[config.mk]
export PLATFORM = sky130hd
export DESIGN_NAME = multi_vc_input_controller
export DESIGN_NICKNAME = d
export VERILOG_FILES = /design/src/rtl/router_pkg.sv /design/src/rtl/multi_vc_input_controller_rr_arbiter.sv /design/src/rtl/multi_vc_input_controller.sv
export SDC_FILE = /design/constraint.sdc
export NUM_CORES = 1
export LEC_CHECK = 0
export ABC_AREA = 1
export CORE_ASPECT_RATIO = 0.9
export CORE_MARGIN = 2
export CORE_UTILIZATION = 49
export DETAILED_ROUTE_END_ITERATION = 10
export MAX_ROUTING_LAYER = met4
export PLACE_DENSITY = 0.81
export SETUP_SLACK_MARGIN = 0.5
export SLEW_MARGIN = 20
export SYNTH_ARGS = -nofsm -noshare
export SYNTH_HDL_FRONTEND = slang
export SYNTH_SLANG_ARGS = --single-unit
[constraint.sdc]
create_clock -name clk -period 3.5 [get_ports clk]
set_input_delay 0.7 -clock clk [delete_from_list [all_inputs] [get_ports clk]]
set_output_delay 0.7 -clock clk [all_outputs]
set_load 0.03 [all_outputs]
[src/rtl/router_pkg.sv]
// Shared definitions for the wormhole VC router.
// Flit type encodings and per-input-VC packet states.
package router_pkg;

   localparam logic [1:0] HEAD   = 2'b00;
   localparam logic [1:0] BODY   = 2'b01;
   localparam logic [1:0] TAIL   = 2'b10;
   localparam logic [1:0] SINGLE = 2'b11;

   typedef enum logic {
      IDLE   = 1'b0,
      ACTIVE = 1'b1
   } ivc_state_t;

   function automatic logic is_head(input logic [1:0] ft);
      return (ft == HEAD) || (ft == SINGLE);
   endfunction

   function automatic logic is_last(input logic [1:0] ft);
      return (ft == TAIL) || (ft == SINGLE);
   endfunction

endpackage

[src/rtl/multi_vc_input_controller_rr_arbiter.sv]
// Round-robin arbiter with a pointer that moves past the winner
// only when told to, so an unserved winner keeps its priority.
module rr_arbiter #(
   parameter int N = 4
) (
   input  logic         clk,
   input  logic         rstn,
   input  logic [N-1:0] req,
   input  logic         advance,
   output logic [N-1:0] grant
);

   localparam int PW = (N > 1) ? $clog2(N) : 1;

   logic [PW-1:0] ptr_q, ptr_d;
   logic [PW-1:0] win;
   logic [PW-1:0] idx;
   logic          found;
   int            s;

   always_comb begin
      grant = '0;
      win   = ptr_q;
      found = 1'b0;
      idx   = '0;
      s     = 0;
      for (int k = 0; k < N; k++) begin
         s = int'(ptr_q) + k;
         if (s >= N) s = s - N;
         idx = PW'(s);
         if (!found && req[idx]) begin
            found      = 1'b1;
            grant[idx] = 1'b1;
            win        = idx;
         end
      end
   end

   always_comb begin
      ptr_d = ptr_q;
      if (advance && found) begin
         if (win == PW'(N - 1)) ptr_d = '0;
         else                   ptr_d = win + 1'b1;
      end
   end

   always_ff @(posedge clk or negedge rstn) begin
      if (!rstn) ptr_q <= '0;
      else       ptr_q <= ptr_d;
   end

endmodule

[src/rtl/multi_vc_input_controller.sv]
// Per-port input controller: per-VC packet FSMs, downstream credit
// counters and round-robin selection of one VC for the crossbar.
module multi_vc_input_controller
   import router_pkg::*;
#(
   parameter int NUM_IVC   = 4,
   parameter int NUM_OVC   = 5,
   parameter int BUF_DEPTH = 4
) (
   input  logic                             clk,
   input  logic                             rstn,
   input  logic [NUM_IVC-1:0]               fifo_empty,
   input  logic [NUM_IVC-1:0][1:0]          flit_type,
   input  logic [NUM_IVC-1:0][NUM_OVC-1:0]  candidate_out_vc,
   output logic [NUM_IVC-1:0][NUM_OVC-1:0]  req_vc,
   input  logic [NUM_IVC-1:0]               vc_granted,
   input  logic [NUM_IVC-1:0][NUM_OVC-1:0]  sel_out_vc,
   output logic                             sw_req,
   input  logic                             sw_grant,
   output logic                             flit_fire,
   output logic [NUM_IVC-1:0]               fire_ivc,
   output logic [NUM_OVC-1:0]               sel_xb_vc,
   input  logic [NUM_OVC-1:0]               credit_in,
   output logic                             credit_err
);

   localparam int CW = $clog2(BUF_DEPTH + 1);
   localparam logic [CW-1:0] FULL = CW'(BUF_DEPTH);

   logic [NUM_IVC-1:0]              elig;
   logic [NUM_IVC-1:0]              gnt;
   logic [NUM_IVC-1:0]              perr;
   logic [NUM_IVC-1:0][NUM_OVC-1:0] ovc;
   logic [NUM_OVC-1:0][CW-1:0]      cred;
   logic [NUM_OVC-1:0]              cred_ok;
   logic [NUM_OVC-1:0]              ovf;
   logic [NUM_OVC-1:0]              xb_vc;
   logic                            err_q, err_d;

   for (genvar i = 0; i < NUM_IVC; i++) begin : g_ivc
      ivc_state_t         state_q, state_d;
      logic [NUM_OVC-1:0] ovc_q, ovc_d;
      logic [NUM_OVC-1:0] req_d;
      logic               perr_d;

      always_comb begin
         state_d = state_q;
         ovc_d   = ovc_q;
         req_d   = '0;
         perr_d  = 1'b0;
         unique case (state_q)
            IDLE: begin
               if (!fifo_empty[i]) begin
                  if (is_head(flit_type[i])) req_d  = candidate_out_vc[i];
                  else                       perr_d = 1'b1;
               end
               if (vc_granted[i]) begin
                  state_d = ACTIVE;
                  ovc_d   = sel_out_vc[i];
               end
            end
            ACTIVE: begin
               if (fire_ivc[i] && is_last(flit_type[i])) begin
                  state_d = IDLE;
                  ovc_d   = '0;
               end
            end
            default: ;
         endcase
      end

      always_ff @(posedge clk or negedge rstn) begin
         if (!rstn) begin
            state_q <= IDLE;
            ovc_q   <= '0;
         end else begin
            state_q <= state_d;
            ovc_q   <= ovc_d;
         end
      end

      assign req_vc[i] = req_d;
      assign perr[i]   = perr_d;
      assign ovc[i]    = ovc_q;
      // A VC is only worth arbitrating if its locked output has room
      assign elig[i]   = (state_q == ACTIVE) && !fifo_empty[i] &&
                         |(ovc_q & cred_ok);
   end

   rr_arbiter #(
      .N (NUM_IVC)
   ) u_arb (
      .clk     (clk),
      .rstn    (rstn),
      .req     (elig),
      .advance (flit_fire),
      .grant   (gnt)
   );

   always_comb begin
      xb_vc = '0;
      for (int i = 0; i < NUM_IVC; i++) begin
         if (gnt[i]) xb_vc = xb_vc | ovc[i];
      end
   end

   assign sw_req    = |gnt;
   assign sel_xb_vc = xb_vc;
   assign flit_fire = sw_req & sw_grant;
   assign fire_ivc  = flit_fire ? gnt : '0;

   for (genvar j = 0; j < NUM_OVC; j++) begin : g_cred
      logic [CW-1:0] cnt_q, cnt_d;
      logic          dec, inc, ovf_d;

      assign dec = flit_fire & sel_xb_vc[j];
      assign inc = credit_in[j];

      always_comb begin
         cnt_d = cnt_q;
         ovf_d = 1'b0;
         if (inc && !dec) begin
            if (cnt_q == FULL) ovf_d = 1'b1;
            else               cnt_d = cnt_q + 1'b1;
         end else if (dec && !inc) begin
            cnt_d = cnt_q - 1'b1;
         end
      end

      always_ff @(posedge clk or negedge rstn) begin
         if (!rstn) cnt_q <= FULL;
         else       cnt_q <= cnt_d;
      end

      assign cred[j]    = cnt_q;
      assign cred_ok[j] = (cnt_q != '0);
      assign ovf[j]     = ovf_d;
   end

   assign err_d = err_q | (|perr) | (|ovf);

   always_ff @(posedge clk or negedge rstn) begin
      if (!rstn) err_q <= 1'b0;
      else       err_q <= err_d;
   end

   assign credit_err = err_q;

endmodule

======== Word level (Yosys, flattened, before mapping) ========
Cells that the tools add are included.
storage, ports and cells
  bits in registers ....................... 42
  memory bits (read-only) ................. 0
  memory bits (writable) .................. 0
  latch bits .............................. 0
  logic and storage cells ................. 290
  memories ................................ 0
cells by class
  muxes and demuxes ....................... 111
  order comparisons ....................... 12
  div/mod/pow operators ................... 0
  multiply operators ...................... 0
  shift operators ......................... 0
  eq/ne operators ......................... 27
  bitwise logic cells ..................... 22
  add/sub/neg operators ................... 18
  reduce and logical (&&, ||, !) cells .... 85
operators with widths
  cell                                                count
  two-way mux 5 bit                                   24
  two-way mux 3 bit                                   15
  two-way mux 1 bit                                   42
  one-hot mux 5 bit (2 select lines)                  4
  logical AND 1 bit                                   30
  OR reduction 5 bit                                  5
  bitwise AND 5 bit                                   4
  two-way mux 4 bit                                   5
  equality test 2 bit, second input constant          9
  two-way mux 2 bit                                   9
  != test 2 bit, second input constant                9
  AND reduction 2 bit                                 9
  zero test 1 bit                                     17
  adder 3 x 1 -> 3 bit, second input constant         5
  equality test 3 bit, second input constant          5
  bitwise OR 5 bit                                    3
  nonzero test 3 bit                                  5
  subtractor 3 x 1 -> 3 bit, second input constant    5
  < comparator 2 x 3 -> 1 bit, second input constant  4
  bitwise OR 4 bit                                    3
  nonzero test 2 bit                                  5
  >= comparator 3 bit, second input constant          3
  binary-select mux 1 bit (select 2 bit)              4
  demux 1 bit (select 2 bit)                          4
  14 further kinds                                    47

======== Longest topological paths before layout ========
Gate-level depths: netlist (run 1).
  depth in word-level cells ............... 29
  mapped depth ............................ 28
  mapped depth without buffers ............ 28

======== By module ========
A second synthesis (run 1) with hierarchy kept.
second synthesis, totals
  cell total of the unflattened synthesis .. 498
  area, all modules ....................... 3334.4 sq um
modules (own cells, without submodules)
  module                     times used  cells each  area an instance (sq um)  sequential area each (sq um)
  multi_vc_input_controller  1           400         2743.9                    1007.2
  rr_arbiter                 1           98          590.6                     50.0

======== Least setup slack after synthesis (run 1) ========
Ideal clock, no wire load.
  kind .................................... register -> output
  start ................................... register u_arb.ptr_q[0]
  end ..................................... output port fire_ivc[3]
  data required time ...................... 2800 ps
  path buffers ............................ 1
  stages on the path, launching flop included .. 15
  arrival time ............................ 2713 ps
  slack ................................... 87 ps
  path through ............................ dfrtp_1 > buf_2 > inv_1 > ha_1 > inv_1 > nand3_1 > nand2_1 > nand2_4 > nor2_4 > nand3_1 > nand2_2 > nor2_4 > nand2_1 > nand2_1 > a21oi_1
between the ends
  cells in the longest elaborated chain, start to end .. 17
  elaborated cells on any way between the ends .. 62
  those cells by class .................... add/sub: 7; order compare: 12; mux: 28; bitwise: 4; reduce/logical: 11
ends and longest elaborated chain
  element                                                        line                                        RTL
  start, declared                                                multi_vc_input_controller_rr_arbiter.sv:15  logic [PW-1:0] ptr_q, ptr_d;
  start signal, assigned                                         multi_vc_input_controller_rr_arbiter.sv:49  else ptr_q <= ptr_d;
  branches (longest 13 deep; another with adder 2 x 1 -> 3 bit)  -
  two-way mux 4 bit (*)                                          multi_vc_input_controller_rr_arbiter.sv:31  if (!found && req[idx]) begin
  OR reduction 4 bit (*)                                         multi_vc_input_controller.sv:107            assign sw_req = |gnt;
  via sw_req                                                     multi_vc_input_controller.sv:18             output logic sw_req,
  bitwise AND 1 bit (*)                                          multi_vc_input_controller.sv:109            assign flit_fire = sw_req & sw_grant;
  two-way mux 4 bit (*)                                          multi_vc_input_controller.sv:110            assign fire_ivc = flit_fire ? gnt : '0;
  end, declared                                                  multi_vc_input_controller.sv:21             output logic [NUM_IVC-1:0] fire_ivc,
Mark *: on every way through the listed nets, which the timed path passes. The select of a mux whose other input is x is not followed.

======== Worst setup path after layout (run 1) ========
  start ................................... register g_cred[3].cnt_q[0]
  end ..................................... register g_cred[3].cnt_q[2]
between the ends
  cells in the longest elaborated chain, start to end .. 28
  elaborated cells on any way between the ends .. 59
  those cells by class .................... add/sub: 2; eq/ne: 2; mux: 22; bitwise: 12; reduce/logical: 21
ends and longest elaborated chain
  element                                                               line                                        RTL
  start, declared                                                       multi_vc_input_controller.sv:113            logic [CW-1:0] cnt_q, cnt_d;
  start signal, assigned                                                multi_vc_input_controller.sv:132            else cnt_q <= cnt_d;
  nonzero test 3 bit                                                    multi_vc_input_controller.sv:136            assign cred_ok[j] = (cnt_q != '0);
  bitwise AND 5 bit                                                     multi_vc_input_controller.sv:87             |(ovc_q & cred_ok);
  OR reduction 5 bit                                                    multi_vc_input_controller.sv:87
  logical AND 1 bit                                                     multi_vc_input_controller.sv:86             assign elig[i] = (state_q == ACTIVE) && !fifo_empty[i] &&
  binary-select mux 1 bit (select 2 bit)                                multi_vc_input_controller_rr_arbiter.sv:31
  two-way mux 1 bit (not written as such)                               multi_vc_input_controller_rr_arbiter.sv:31
  two-way mux 1 bit                                                     multi_vc_input_controller_rr_arbiter.sv:31
  zero test 1 bit                                                       multi_vc_input_controller_rr_arbiter.sv:31
  [... 12 more ...]                                                     -
  two-way mux 5 bit                                                     multi_vc_input_controller.sv:103            if (gnt[i]) xb_vc = xb_vc | ovc[i];
  bitwise OR 5 bit                                                      multi_vc_input_controller.sv:103
  two-way mux 5 bit                                                     multi_vc_input_controller.sv:103
  bitwise AND 1 bit                                                     multi_vc_input_controller.sv:116            assign dec = flit_fire & sel_xb_vc[j];
  zero test 1 bit                                                       multi_vc_input_controller.sv:122            if (inc && !dec) begin
  logical AND 1 bit                                                     multi_vc_input_controller.sv:122
  != test 2 bit (no line) / nonzero test 2 bit (equally long branches)  -
  AND reduction 2 bit (no line)                                         -
Several ways; a longest one is shown, not always the timed one. The select of a mux whose other input is x is not followed.
A chain may end at the register's enable or synchronous reset.

==> summary.md, run 1 <==
| Metric | Value |
|---|---|
| Status | finished, violations left |
| Failing checks | negative setup slack |
| PD cells | 1230 mW/mm² |
| Remaining global-route overflow | 0 |
| Starting DRC count in detailed routing | 391 |
| Reg2reg path depth | 27 |
| Clk_lat worst skew | 0.31 ns |
| Final estimated routing congestion in global placement | 0.944 |
| Initial antenna violation count | 0 |
| Largest stage delay on the critical path | 0.44 ns |
| Sequential Area | 0.00106 mm² |
| Worst Hold End | g_cred[2].cnt_q[2]$_DFFE_PN1P_ |
| Final Critical Period | 3.86 ns |
| R2r startpoint | g_cred[3].cnt_q[0]$_DFFE_PN0P_ |
| Main combinational cell family by area after synthesis | simple AND/OR/NAND/NOR gates |
| VDD IR max | 0.000697 V |
| Setup slack at placement | -0.187 ns |
| Clk pin slew, worst setup/hold paths | 0.10 ns |
| Worst R2R Setup Slack | -0.36 ns |
| Synth Area in XOR/XNOR | 1.56% |
| H-tree Lvls | 2 |
| Die Wd | 91.3 µm |
| Worst Tran Pin Value | 1.00 ns |
| Synth-to-Final Area Change | 70.5% |
| R2R Path End | g_cred[3].cnt_q[2]$_DFFE_PN1P_ |
| Seq/Total Area, Yosys | 31.4% |
| Hold_sp | g_cred[2].cnt_q[2]$_DFFE_PN1P_ |
| Crit path launch type | register |
| DP Wirelength | 7600 µm |
| DR vias/cell | 5.72 |
| Final Cycle Share | 110% |
| Crit path DAT | 4.12 ns |
| Fin. Hold Viols | 0 |
| Worst endpoint required time | 3.75 ns |
| Max_slew headroom | 33.1% |
| IO Pins | 96 |
| Max-Cap Viols | 0 |
| Clk sinks | 42 |
| Worst-path fanout max | 5 |
| Post-DR wirelength/cell | 17.9 µm |
| DRC Markers | 0 |
| Starting density of the core | 50.8% |
| Netlist cell types | 35 |
| Crit end category | register |
| Syn nets | 581 |
| Layout cells sized above 1 | 34.5% |
| Post-DRT Antenna Nets | 0 |
| Adder-Cell Fraction of Synth Area | 8.93% |
| Root Buffer Master | clkbuf_8 |
| First-pass GRT wire length | 17,100 µm |
| GRT Util Overall | 29.4% |
| Skew final | 0.0168 ns |
| DR vias | 4,384 |
| Total core area | 0.00662 mm² |
| Fmax | 0.259 GHz |
| Compound-cell area share of the yosys netlist | 5.76% |
| Die ar. | 0.00755 mm² |
| Final Util | 86.6% |
| P_leak | 2.97 nW |
| Largest net degree at the start of global routing | 43 |
| RSZ-0062 raised after global routing | yes |
| Final Net Count | 760 |
| Inserted Clock Buffers | 5 |
| Synth Area in Simple Gates | 43.3% |
| Max-slew violations | 0 |
| Mapped Cells | 496 |
| Clk buf depth | 2 |
| Worst path slowest cell | dfrtp_2 |
| Router iterations before antenna repair | 7 |
| Mux contribution to synthesized area | 0% |
| Post-synthesis register bit count | 42 |
| Port bufs | 95 |
| Area taken by multi-input logic gates | 0.00247 mm² |
| CTS tree | done |
| Hold Crit Depth | 2 |
| Post-synthesis average cell area | 6.78 µm² |
| Synth warn | 0 |
| Setup ws final | -0.364 ns |
| Die Height | 82.6 µm |
| Final Setup Violations | 22 |
| Hold_buf cts | 0 |
| Worst Setup Path Type | reg -> reg |
| Total wire length | 13,700 µm |
| Number of global-route vias before repair | 3,861 |
| Most used cell, CP | nand2_1 |
| Filler Cell Count | 333 |
| Worst hold slack | 0.497 ns |
| Total Negative Setup Slacks | -4.22 ns |
| Ant diodes | 0 |
| Post-Syn Area | 0.00336 mm² |
| HP Class | reg -> reg |
| FP Rows | 28 |
==> worst max-delay path by stage <==
stage	slack, ns	to	start
global route	-0.47	g_cred[3].cnt_q[2]$_DFFE_PN1P_	g_cred[3].cnt_q[0]$_DFFE_PN0P_
floorplan	0.48	g_cred[0].cnt_q[2]$_DFFE_PN1P_	u_arb.ptr_q[0]$_DFFE_PN0P_
CTS	0.15	sel_xb_vc[0]	g_cred[4].cnt_q[0]$_DFFE_PN0P_
detailed placement	-0.19	g_cred[0].cnt_q[2]$_DFFE_PN1P_	fifo_empty[1]
finish	-0.36	g_cred[3].cnt_q[2]$_DFFE_PN1P_	g_cred[3].cnt_q[0]$_DFFE_PN0P_
global placement	-0.11	sw_req	fifo_empty[1]
==> repair_timing <==
item	CTS	global route
setup endpoints to repair	42	51
gates resized for setup	98	91
hold endpoints to repair	0	0
pin swaps	35	60
setup buffers	30	22
==> cell usage after synthesis <==
master,instances,area (µm²)
ha_1,16,200
o21ai_1,3,15.0
nand3b_2,1,11.3
nor2_4,4,45.0
nor2_1,46,173
a21oi_4,1,16.3
o211ai_1,2,15.0
nand4_2,1,12.5
nand2_2,9,56.3
buf_6,1,11.3
clkinv_1,1,3.75
dfrtp_1,37,926
a21boi_2,1,11.3
nor2_2,5,31.3
o22ai_1,1,6.26
o21a_1,1,7.51
a21oi_1,6,30.0
inv_1,72,270
nand3b_1,5,37.5
o31ai_1,1,7.51
o2111ai_2,1,15.0
nand3_1,67,335
o21ai_0,7,35.0
inv_2,4,15.0
nand4_1,6,37.5
nand2_4,4,45.0
nand2_1,164,616
fa_1,5,100
nor3_1,5,25.0
o21ai_2,3,26.3
buf_2,1,5.00
dfstp_2,5,131
xor2_1,6,52.6
nand3_2,3,30.0
o32ai_1,1,8.76
==> kinds of logic after synthesis <==
group | after synthesis
AND/OR/NAND/NOR | 320
buffers and inverters | 79
flip-flops | 42
AO/OA/AOI/OAI | 28
adder cells (fa/ha/maj) | 21
XOR/XNOR | 6
==> power breakdown <==
part / switching [mW] / internal, mW / leakage, nW
Clock: 0.191 / 0.214 / 0.0585
Sequential: 0.255 / 0.742 / 0.498
Combinational: 3.13 / 2.53 / 2.41
==> worst max-delay path, delay by kind of cell, from the launching register on <==
kind,cells,cell delay (ns)
AO/OA/AOI/OAI,1,0.09
adder cells (fa/ha/maj),1,0.41
buffers and inverters,4,0.52
flip-flops,1,0.44
AND/OR/NAND/NOR,21,2.34
==> state kept, by name (all words and copies together) (netlist names) <==
register	count
g_ivc.state_q	4
u_arb.ptr_q	2
g_cred.cnt_q	15
g_ivc.ovc_q	20
credit_err	1
==> routing by layer <==
layer / vias to the layer above / global-route usage [%] / share of wire, %
li1: 1922 / - / -
met1: 1986 / 34.4 / 36
met2: 360 / 51.2 / 48
met3: 116 / 4.45 / 9.2
met4: 0 / 13.2 / 7.3
met5: - / - / 0
==> layout by cell type (no fill, tap or decap), drive strengths merged <==
| master | netlist | layout |
|---|---|---|
| a21boi | 1 | 1 |
| a21oi | 7 | 7 |
| buf | 2 | 91 |
| bufinv | 0 | 1 |
| clkbuf | 0 | 6 |
| clkdlybuf4s15 | 0 | 1 |
| clkdlybuf4s50 | 0 | 59 |
| clkinv | 1 | 2 |
| clkinvlp | 0 | 1 |
| dfrtp | 37 | 37 |
| dfstp | 5 | 5 |
| dlygate4sd2 | 0 | 22 |
| fa | 5 | 5 |
| ha | 16 | 16 |
| inv | 76 | 76 |
| nand2 | 177 | 177 |
| nand3 | 70 | 70 |
| nand3b | 6 | 6 |
| nand4 | 7 | 7 |
| nor2 | 55 | 55 |
| nor3 | 5 | 5 |
| o2111ai | 1 | 1 |
| o211ai | 2 | 2 |
| o21a | 1 | 1 |
| o21ai | 13 | 13 |
| o22ai | 1 | 1 |
| o31ai | 1 | 1 |
| o32ai | 1 | 1 |
| xor2 | 6 | 6 |
==> area by class of cell <==
class | count | area share, %
clock buffers | 5 | 1.20
clock inverters | 3 | 0.764
inverters | 77 | 5.28
multi-input cells | 375 | 43.1
flip-flops and latches | 42 | 18.5
well taps | 90 | 1.96
repair buffers | 174 | 29.1
==> through the flow <==
stage | power (mW) | area, µm² | instances
6_report | 7.06 | 5740 | 766
5_1_grt | 7.34 | 5740 | 766
3_3_place_gp | 4.21 | 4680 | 706
2_1_floorplan | 3.19 | 3440 | 496
3_5_place_dp | 4.35 | 4680 | 706
4_1_cts | 5.59 | 5250 | 744
Note: power is estimated with default switching activity, not from simulation.
==> run 2, diff against run 1 <==
--- a/config.mk
+++ b/config.mk
@@ -13,7 +13,6 @@
 export MAX_ROUTING_LAYER = met4
 export PLACE_DENSITY = 0.81
 export SETUP_SLACK_MARGIN = 0.5
-export SLEW_MARGIN = 20
 export SYNTH_ARGS = -nofsm -noshare
 export SYNTH_HDL_FRONTEND = slang
 export SYNTH_SLANG_ARGS = --single-unit
==> results of run 2 <==
Final layout, timing and power as in run 1 (identical DEF).
